$ cat src/rtl/vga_fb_arbiter.sv
// Framebuffer BRAM arbiter: scanout fetch always wins, CPU accesses wait in a
// one-entry holding register and use free slots; read data is routed by owner tag.
module vga_fb_arbiter #(
  parameter int ADDR_W       = 13,
  parameter int DATA_W       = 16,
  parameter int STARVE_LIMIT = 64
) (
  input  logic              clk_i,
  input  logic              rst_n_i,
  input  logic              vga_req_i,
  input  logic [ADDR_W-1:0] vga_addr_i,
  output logic [DATA_W-1:0] vga_data_o,
  output logic              vga_valid_o,
  input  logic              cpu_req_i,
  input  logic              cpu_we_i,
  input  logic [ADDR_W-1:0] cpu_addr_i,
  input  logic [DATA_W-1:0] cpu_wdata_i,
  output logic              cpu_ready_o,
  output logic [DATA_W-1:0] cpu_rdata_o,
  output logic              cpu_rvalid_o,
  output logic              cpu_starved_o,
  output logic [ADDR_W-1:0] mem_addr_o,
  output logic              mem_we_o,
  output logic [DATA_W-1:0] mem_wdata_o,
  input  logic [DATA_W-1:0] mem_rdata_i
);

  typedef enum logic [1:0] {GNT_IDLE, GNT_VGA, GNT_CPU_WR, GNT_CPU_RD} grant_e;
  typedef enum logic [1:0] {OWN_NONE, OWN_VGA, OWN_CPU} owner_e;

  localparam logic [7:0] STARVE_LIM = 8'(STARVE_LIMIT);

  grant_e grant;
  logic   cpu_issue;

  logic              hold_full_q, hold_full_d;
  logic              hold_we_q, hold_we_d;
  logic [ADDR_W-1:0] hold_addr_q, hold_addr_d;
  logic [DATA_W-1:0] hold_wdata_q, hold_wdata_d;
  logic [ADDR_W-1:0] mem_addr_q, mem_addr_d;
  logic              mem_we_q, mem_we_d;
  logic [DATA_W-1:0] mem_wdata_q, mem_wdata_d;
  owner_e            own0_q, own0_d, own1_q, own1_d;
  logic [DATA_W-1:0] vga_data_q, vga_data_d;
  logic              vga_valid_q, vga_valid_d;
  logic [DATA_W-1:0] cpu_rdata_q, cpu_rdata_d;
  logic              cpu_rvalid_q, cpu_rvalid_d;
  logic [7:0]        starve_cnt_q, starve_cnt_d;

  always_comb begin
    grant        = GNT_IDLE;
    hold_full_d  = hold_full_q;
    hold_we_d    = hold_we_q;
    hold_addr_d  = hold_addr_q;
    hold_wdata_d = hold_wdata_q;
    mem_addr_d   = mem_addr_q;
    mem_we_d     = 1'b0;
    mem_wdata_d  = mem_wdata_q;
    own0_d       = OWN_NONE;
    own1_d       = own0_q;
    starve_cnt_d = starve_cnt_q;

    if (vga_req_i) begin
      grant = GNT_VGA;
    end else if (hold_full_q) begin
      grant = hold_we_q ? GNT_CPU_WR : GNT_CPU_RD;
    end

    case (grant)
      GNT_VGA: begin
        mem_addr_d = vga_addr_i;
        own0_d     = OWN_VGA;
      end
      GNT_CPU_WR: begin
        mem_addr_d  = hold_addr_q;
        mem_we_d    = 1'b1;
        mem_wdata_d = hold_wdata_q;
      end
      GNT_CPU_RD: begin
        mem_addr_d = hold_addr_q;
        own0_d     = OWN_CPU;
      end
      default: ;
    endcase

    cpu_issue = (grant == GNT_CPU_WR) || (grant == GNT_CPU_RD);

    // The holding register is only ever empty or issuing, never both full and accepting.
    if (cpu_issue) begin
      hold_full_d  = 1'b0;
      starve_cnt_d = 8'd0;
    end else if (hold_full_q) begin
      if (starve_cnt_q != 8'hFF) starve_cnt_d = starve_cnt_q + 8'd1;
    end else if (cpu_req_i) begin
      hold_full_d  = 1'b1;
      hold_we_d    = cpu_we_i;
      hold_addr_d  = cpu_addr_i;
      hold_wdata_d = cpu_wdata_i;
    end

    vga_valid_d  = (own1_q == OWN_VGA);
    cpu_rvalid_d = (own1_q == OWN_CPU);
    vga_data_d   = vga_valid_d  ? mem_rdata_i : vga_data_q;
    cpu_rdata_d  = cpu_rvalid_d ? mem_rdata_i : cpu_rdata_q;
  end

  always_ff @(posedge clk_i or negedge rst_n_i) begin
    if (!rst_n_i) begin
      hold_full_q  <= 1'b0;
      hold_we_q    <= 1'b0;
      hold_addr_q  <= '0;
      hold_wdata_q <= '0;
      mem_addr_q   <= '0;
      mem_we_q     <= 1'b0;
      mem_wdata_q  <= '0;
      own0_q       <= OWN_NONE;
      own1_q       <= OWN_NONE;
      vga_data_q   <= '0;
      vga_valid_q  <= 1'b0;
      cpu_rdata_q  <= '0;
      cpu_rvalid_q <= 1'b0;
      starve_cnt_q <= 8'd0;
    end else begin
      hold_full_q  <= hold_full_d;
      hold_we_q    <= hold_we_d;
      hold_addr_q  <= hold_addr_d;
      hold_wdata_q <= hold_wdata_d;
      mem_addr_q   <= mem_addr_d;
      mem_we_q     <= mem_we_d;
      mem_wdata_q  <= mem_wdata_d;
      own0_q       <= own0_d;
      own1_q       <= own1_d;
      vga_data_q   <= vga_data_d;
      vga_valid_q  <= vga_valid_d;
      cpu_rdata_q  <= cpu_rdata_d;
      cpu_rvalid_q <= cpu_rvalid_d;
      starve_cnt_q <= starve_cnt_d;
    end
  end

  assign vga_data_o    = vga_data_q;
  assign vga_valid_o   = vga_valid_q;
  assign cpu_ready_o   = ~hold_full_q;
  assign cpu_rdata_o   = cpu_rdata_q;
  assign cpu_rvalid_o  = cpu_rvalid_q;
  assign cpu_starved_o = (starve_cnt_q >= STARVE_LIM);
  assign mem_addr_o    = mem_addr_q;
  assign mem_we_o      = mem_we_q;
  assign mem_wdata_o   = mem_wdata_q;

endmodule

$ cat config.mk
export PLATFORM = sky130hd
export DESIGN_NAME = vga_fb_arbiter
export DESIGN_NICKNAME = d
export VERILOG_FILES = /design/src/rtl/vga_fb_arbiter.sv
export SDC_FILE = /design/constraint.sdc
export NUM_CORES = 1
export LEC_CHECK = 0
export ABC_CLOCK_PERIOD_IN_PS = 1500
export CAP_MARGIN = 20
export CORE_MARGIN = 2
export CORE_UTILIZATION = 27
export CTS_CLUSTER_SIZE = 30
export DETAILED_ROUTE_END_ITERATION = 16
export DONT_BUFFER_PORTS = 1
export PLACE_DENSITY = 0.43
export SYNTH_ARGS = -nofsm -noshare
export SYNTH_HDL_FRONTEND = slang
export SYNTH_SLANG_ARGS = --single-unit
$ cat constraint.sdc
create_clock -name clk_i -period 1.5 [get_ports clk_i]
set_input_delay 0.225 -clock clk_i [delete_from_list [all_inputs] [get_ports clk_i]]
set_output_delay 0.225 -clock clk_i [all_outputs]
set_load 0.01 [all_outputs]
==> run_results.csv, run 1 <==
group,metric,value,unit
synth,syn-cell-area,4220,sq um
global_route,grt.busiest_layer,"met2",
cts,cts.reportedPaths.clkPinSlew,0.07,ns
layout,antenna_cells_inserted,0,
power_and_ir_drop,power_per_cell_area,1570,nW/um^2
die,pin_count,129,
cts,cts.hold.buffers_added,17,
synth,synth_adder_area_share,0.296,%
cts,cts_made_buffers,9,
die,floorplan.die_area,16700,sq um
timing,maxSlewHeadroom,50.4,%
power_and_ir_drop,power_frac_clock,28.2,%
die,design.core.area,15300,sq um
timing,final.hold.worst_slack,-0.421,ns
timing,finalCriticalPeriod,1.42,ns
critical_path,path_cells,"buf_6 > buf_12 > inv_2 > buf_4",
timing,skew,0.00871,ns
timing,final_hold_viol_count,107,
synth,synth_top_family_by_area,"multiplexers",
power_and_ir_drop,power_frac_comb,15.1,%
cts,clockBufferDepth,2,
power_and_ir_drop,switchingPower,2.17,mW
placement,placed_cell_area,4500,sq um
cts,clock_tree_from_tritoncts,"yes",
synth,syn_area_per_cell,14.8,sq um
critical_path,worstPathMaxFanout,17,
critical_path,worst_path_max_delay_cell,"dfrtp_1",
layout,post_layout_nonfiller_instances,520,
global_route,grt-ovfl-total,0,
layout,drive_above_1_share,33.3,%
cts,cts_setup_buffers,0,
power_and_ir_drop,power.leakage,2.14,nW
die,die-width,129,microns
layout,utilization_after_layout,32.5,%
power_and_ir_drop,p_sw_share,27.9,%
outcome,status,"finished with violations",
outcome,failed_checks,"hold timing",
timing,unrepaired_setup_endpoints_after_global_routing,"yes",
cts,cts-htree-levels,3,
critical_path,worst-path-buf-inv,4,
synth,synthDistinctLibCells,35,
global_route,grt_first_pass_wirelength,13300,microns
synth,synth_nets,349,
die,floorplan.initialDensity,27.7,%
critical_path,cp_data_arrival_time,1.20,ns
cts,clock_latency_late_sink,0.34,ns
detailed_routing,drt_first_pass_iters,4,
global_route,maximum_number_of_pins_on_one_net_before_global_route_repair,108,
placement,globalplace.congestion,0.683,
placement,portBuffers,0,
synth,synth_compound_area_share,4.27,%
timing,achievable-frequency,702,MHz
timing,tightest_slew,0.742,ns
layout,num-nets-final,368,
timing,maxSlewViolCount,0,
detailed_routing,postRouteAntennaNets,0,
power_and_ir_drop,totalPowerFinal,7.78,mW
die,std_cell_rows,45,
global_route,grt_use_met2,16.5,%
cts,numClockSinks,107,
timing,fin_ws,0.0762,ns
detailed_routing,avgRoutedWirePerCell,16.1,microns
detailed_routing,dr.first_iter.drc_count,76,
layout,synthToLayoutAreaGrowth,17.4,%
power_and_ir_drop,p_int,5.61,mW
timing,timing.final.crit_share,94.9,%
detailed_routing,remaining_drc_errors,0,
critical_path,critical_path_required,1.27,ns
cts,clock-root-buffer,"clkbuf_16",
timing,final.setup.tns,0,ns
job,drv.max_cap_violation_count,0,
power_and_ir_drop,ir_worst_vdd,0.688,mV
placement,dp.final_hpwl,5440,microns
global_route,groute.layer.met3.usage,6.52,%
die,dieHeight,129,microns
synth,synth_simple_gate_area_share,4.74,%
synth,muxShareOfSynthArea,24.9,%
layout,final_cell_area,4960,sq um
timing,setup-violations-final,0,
min_path,timing.hold.worst.class,"in2async",
critical_path,critPathKind,"reg2out",
synth,synth_sequential_area_ratio,63.4,%
synth,synthXorXnorAreaFrac,0,%
global_route,grt_util_met1,11.2,%
power_and_ir_drop,p_seq_share,56.8,%
global_route,grt_antenna_before_repair,0,
critical_path,critPathCaptureType,"output port",
placement,post_place_cells,487,
global_route,number_of_global_route_vias_before_repair,2540,
synth,yosys_warnings,0,
detailed_routing,detail_route.wirelength,8380,microns
synth,ys_ff_latch,107,
critical_path,cpLargestDelayFamily,"buffers and inverters",
detailed_routing,via_count,2353,
placement,place_ws,0.123,ns
global_route,groute.usage.overall,10.4,%
critical_path,critical_path.max_stage_delay,0.39,ns
detailed_routing,detail_route.vias_per_cell,4.53,
critical_path,cp-start-kind,"flop",
synth,postSynthCellCount,285,
[layout make-up]
| cell class | count | area [sq um] |
|---|---|---|
| fill | 1536 | 10300 |
| clock inverter | 4 | 26.3 |
| sequential | 107 | 2680 |
| tap | 211 | 264 |
| clock buffer | 12 | 246 |
| inverter | 4 | 15.0 |
| timing repair buffer | 24 | 277 |
| multi-input combinational | 158 | 1450 |
[registers in the layout (all words and copies together), names as in the netlist]
register      cells
vga_data_o       16
own0_q            2
starve_cnt_q      8
mem_we_o          1
hold_we_q         1
vga_valid_o       1
cpu_rdata_o      16
mem_wdata_o      16
hold_wdata_q     16
mem_addr_o       13
hold_addr_q      13
own1_q            2
cpu_rvalid_o      1
hold_full_q       1
[cells in the mapped netlist]
cell,number,area share [%]
nor4bb_1,1,0.24
mux2_1,4,1.1
a311oi_1,2,0.41
nor3_1,1,0.12
and4_1,3,0.62
a22o_1,1,0.21
mux2i_1,13,3.1
ha_1,1,0.30
o2111ai_1,1,0.21
and2b_4,1,0.24
nand2_1,18,1.6
a21oi_1,3,0.36
nand3_1,2,0.24
nor2_1,2,0.18
buf_4,1,0.18
nand4_1,1,0.15
dfrtp_1,107,63
nand2b_1,2,0.30
a31o_2,2,0.41
mux2_4,9,3.2
nand2_4,1,0.27
o31ai_1,1,0.18
nor2b_2,1,0.21
mux2_2,66,18
buf_2,10,1.2
a31oi_1,1,0.15
or2_2,1,0.15
inv_1,4,0.36
o21a_1,1,0.18
a41oi_1,3,0.62
nor2b_1,1,0.15
and3_1,2,0.30
clkbuf_1,4,0.36
o21ai_0,13,1.5
buf_6,1,0.27
[what timing repair did]
| item | in CTS | in global routing |
|---|---|---|
| endpoints found under the setup margin | 1 | 2 |
| gates resized for setup | 2 | 3 |
| cloned | 0 | 0 |
| endpoints found under the hold margin | 123 | 107 |
[worst paths after layout]
check	cells after the start	slack, ns	endpoint	start
worst max-delay path	4	0.08	cpu_ready_o	hold_full_q$_DFF_PN0_
worst min-delay path	0	-0.42	cpu_rvalid_o$_DFF_PN0_	rst_n_i
worst max register to register	4	0.11	starve_cnt_q[3]$_DFFE_PN0P_	starve_cnt_q[0]$_DFFE_PN0P_
worst min register to register	0	0.35	own1_q[1]$_DFF_PN0_	own0_q[1]$_DFF_PN0_
max in group asynchronous	0	1.76	mem_wdata_o[14]$_DFFE_PN0P_	rst_n_i
min in group clk_i	2	0.01	mem_addr_o[10]$_DFFE_PN0P_	vga_addr_i[10]
[cell families after synthesis]
logic type	after synthesis
compound gates	28
fa+ha+maj	1
buf+inv	20
flops	107
mux	92
simple gates	37
[layout by cell type (no fill, tap or decap), types with 4 or more instances in the layout]
cell	synthesis	final
dfrtp_1	107	107
nand2_1	18	18
o21ai_0	13	13
mux2i_1	13	13
mux2_2	66	66
buf_12	0	4
mux2_4	9	9
dlygate4sd3_1	0	17
mux2_1	4	4
clkbuf_16	0	9
[layer usage]
layer / wire, microns / up-vias
met5: 0 / -
met4: 159 / 0
met3: 1110 / 11
met2: 3730 / 113
met1: 3390 / 1186
li1: - / 1043
[power groups by stage]
stage | clock network, mW | registers, mW | logic [mW]
finish | 2.19 | 4.41 | 1.17
global route | 2.42 | 4.55 | 1.29
CTS | 2.31 | 4.44 | 1.19
detailed placement | 0 | 4.49 | 1.14
global placement | 0 | 4.49 | 1.10
floorplan | 0 | 4.30 | 0.983
No activity file was read; power rests on OpenSTA's default activity.
==> inputs of run 2 (changes only) <==
--- a/config.mk
+++ b/config.mk
@@ -9,6 +9,7 @@
 export CAP_MARGIN = 20
 export CORE_MARGIN = 2
 export CORE_UTILIZATION = 27
+export CTS_BUF_LIST = sky130_fd_sc_hd__clkbuf_16
 export CTS_CLUSTER_SIZE = 30
 export DETAILED_ROUTE_END_ITERATION = 16
 export DONT_BUFFER_PORTS = 1
==> run 2 against run 1 <==
Against the previous run:
- the flow still finishes with violations (hold timing)
- worst setup slack improved by 0.00063 ns
- sequential cell count is the same
- power is 0.89% lower
- clock skew down 0.0010 ns
- final cell count is the same
- sequential power about the same
- critical path type unchanged
- largest cell class unchanged
==> run_results.csv, run 2 (synthesis results as in run 1) <==
group,metric,value,unit
outcome,status,"finished with violations",
outcome,failed_checks,"hold timing",
cts,clockBufferDepth,2,
detailed_routing,postRouteAntennaNets,0,
detailed_routing,remaining_drc_errors,0,
critical_path,path_cells,"buf_6 > buf_12 > inv_2 > buf_4",
critical_path,critPathKind,"reg2out",
cts,clock-root-buffer,"clkbuf_16",
detailed_routing,drt_first_pass_iters,4,
cts,numClockSinks,107,
detailed_routing,via_count,2354,
critical_path,critPathCaptureType,"output port",
global_route,grt-ovfl-total,0,
layout,fillerInstances,1537,
placement,post_place_cells,487,
die,dieHeight,129,microns
layout,most-common-layout-cells,"dfrtp_1, mux2_2, nand2_1",
layout,post_layout_nonfiller_instances,520,
power_and_ir_drop,power.leakage,2.15,nW
timing,maxSlewHeadroom,50.5,%
power_and_ir_drop,p_int,5.55,mW
power_and_ir_drop,p_sw_share,28.1,%
layout,ff_latch_area,2680,sq um
critical_path,worstPathMaxFanout,17,
layout,synthToLayoutAreaGrowth,17.2,%
die,die-width,129,microns
placement,globalplace.congestion,0.683,
die,design.core.area,15300,sq um
placement,placed_cell_area,4500,sq um
critical_path,worst_path_max_delay_cell,"dfrtp_1",
layout,final_common_cell,"dfrtp_1",
power_and_ir_drop,power_per_cell_area,1560,nW/um^2
global_route,grt_first_pass_wirelength,13200,microns
layout,multi_input_area,1450,sq um
die,pin_count,129,
detailed_routing,detail_route.vias_per_cell,4.53,
job,drv.max_cap_violation_count,0,
power_and_ir_drop,power_frac_comb,15.2,%
layout,num-nets-final,368,
power_and_ir_drop,ir_worst_vdd,0.687,mV
timing,skew,0.00769,ns
detailed_routing,detail_route.wirelength,8370,microns
timing,setup-violations-final,0,
global_route,grt_antenna_before_repair,0,
global_route,number_of_global_route_vias_before_repair,2537,
power_and_ir_drop,power_frac_clock,27.6,%
die,floorplan.initialDensity,27.7,%
critical_path,critical_path_required,1.27,ns
timing,tightest_slew,0.741,ns
power_and_ir_drop,p_seq_share,57.3,%
timing,final_hold_viol_count,107,
global_route,groute.usage.overall,10.4,%
timing,final.setup.tns,0,ns
timing,maxSlewViolCount,0,
die,floorplan.die_area,16700,sq um
detailed_routing,dr.first_iter.drc_count,87,
cts,clock_tree_from_tritoncts,"yes",
critical_path,cp_data_arrival_time,1.20,ns
layout,antenna_cells_inserted,0,
cts,cts-htree-levels,3,
timing,timing.final.crit_share,94.9,%
layout,drive_above_1_share,33.0,%
cts,cts.hold.buffers_added,17,
timing,unrepaired_setup_endpoints_after_global_routing,"yes",
cts,cts.reportedPaths.clkPinSlew,0.07,ns
layout,final_cell_area,4950,sq um
power_and_ir_drop,switchingPower,2.16,mW
timing,final.hold.worst_slack,-0.421,ns
critical_path,worst-path-buf-inv,4,
detailed_routing,avgRoutedWirePerCell,16.1,microns
critical_path,critical_path.max_stage_delay,0.39,ns
critical_path,cpLargestDelayFamily,"buffers and inverters",
cts,cts_made_buffers,9,
min_path,timing.hold.worst.class,"in2async",
die,std_cell_rows,45,
timing,achievable-frequency,703,MHz
placement,dp.final_hpwl,5440,microns
global_route,maximum_number_of_pins_on_one_net_before_global_route_repair,108,
cts,clock_latency_late_sink,0.34,ns
timing,finalCriticalPeriod,1.42,ns
placement,portBuffers,0,
critical_path,cp-start-kind,"flop",
-- run 2: cell types whose count changed in the layout (fill, tap and decap cells not counted) --
cell | before | now
clkinv_1 | 0 | 1
clkbuf_1 | 2 | 0
inv_1 | 3 | 5
clkbuf_8 | 1 | 0
-- run 2: stage by stage --
step | setup slack (ns) | power [mW] | util (%)
final | 0.0768 | 7.71 | 32.4
after global routing | -0.00694 | 8.19 | 32.4
after CTS | 0.00707 | 7.87 | 32.3
after detailed placement | 0.123 | 5.63 | 29.5
after global placement | 0.151 | 5.59 | 29.5
after floorplan | 0.138 | 5.29 | -
-- run 2: cell type report --
| class | instances | share of cell area, % |
|---|---|---|
| Sequential cell | 107 | 54.1 |
| Clock buffer | 9 | 4.55 |
| Multi-Input combinational cell | 158 | 29.3 |
| Inverter | 4 | 0.303 |
| Clock inverter | 7 | 0.759 |
| Timing Repair Buffer | 24 | 5.59 |
| Tap cell | 211 | 5.34 |
-- run 2: layer usage --
layer | up-vias | track usage, % | routed length [microns]
li1 | 1045 | - | -
met5 | - | 0 | 0
met2 | 110 | 16.5 | 3730
met1 | 1188 | 11.2 | 3390
met4 | 0 | 4.35 | 159
met3 | 11 | 6.52 | 1100
-- run 2: final timing paths --
kind / startpoint / to / slack, ns / cells after the start
worst max-delay path: hold_full_q$_DFF_PN0_ / cpu_ready_o / 0.08 / 4
worst min-delay path: rst_n_i / vga_data_o[15]$_DFFE_PN0P_ / -0.42 / 0
worst max register to register: starve_cnt_q[0]$_DFFE_PN0P_ / starve_cnt_q[0]$_DFFE_PN0P_ / 0.11 / 4
worst min register to register: own0_q[1]$_DFF_PN0_ / own1_q[1]$_DFF_PN0_ / 0.35 / 0
max in group asynchronous: rst_n_i / mem_wdata_o[14]$_DFFE_PN0P_ / 1.76 / 0
min in group clk_i: vga_addr_i[10] / mem_addr_o[10]$_DFFE_PN0P_ / 0.01 / 2
-- run 2: worst reg2reg max path, delay by kind of cell (launching register included) --
kind | cells | cell delay [ns]
and+or+nand+nor | 1 | 0.29
muxes | 1 | 0.27
AOI/OAI and AO/OA | 1 | 0.12
DFF | 1 | 0.39
adders and majority gates | 1 | 0.22
-- run 2: what timing repair did --
| action | in CTS | in global routing |
|---|---|---|
| buffers inserted | 0 | 0 |
| endpoints found under the setup margin | 1 | 2 |
| hold endpoints to repair | 123 | 107 |
| resized for setup | 2 | 3 |
-- run 2: power groups by stage --
stage	Sequential (mW)	Combinational (mW)	Clock, mW
floorplan	4.30	0.983	0
global placement	4.49	1.10	0
detailed placement	4.49	1.14	0
CTS	4.44	1.18	2.24
global route	4.55	1.29	2.35
finish	4.41	1.17	2.12
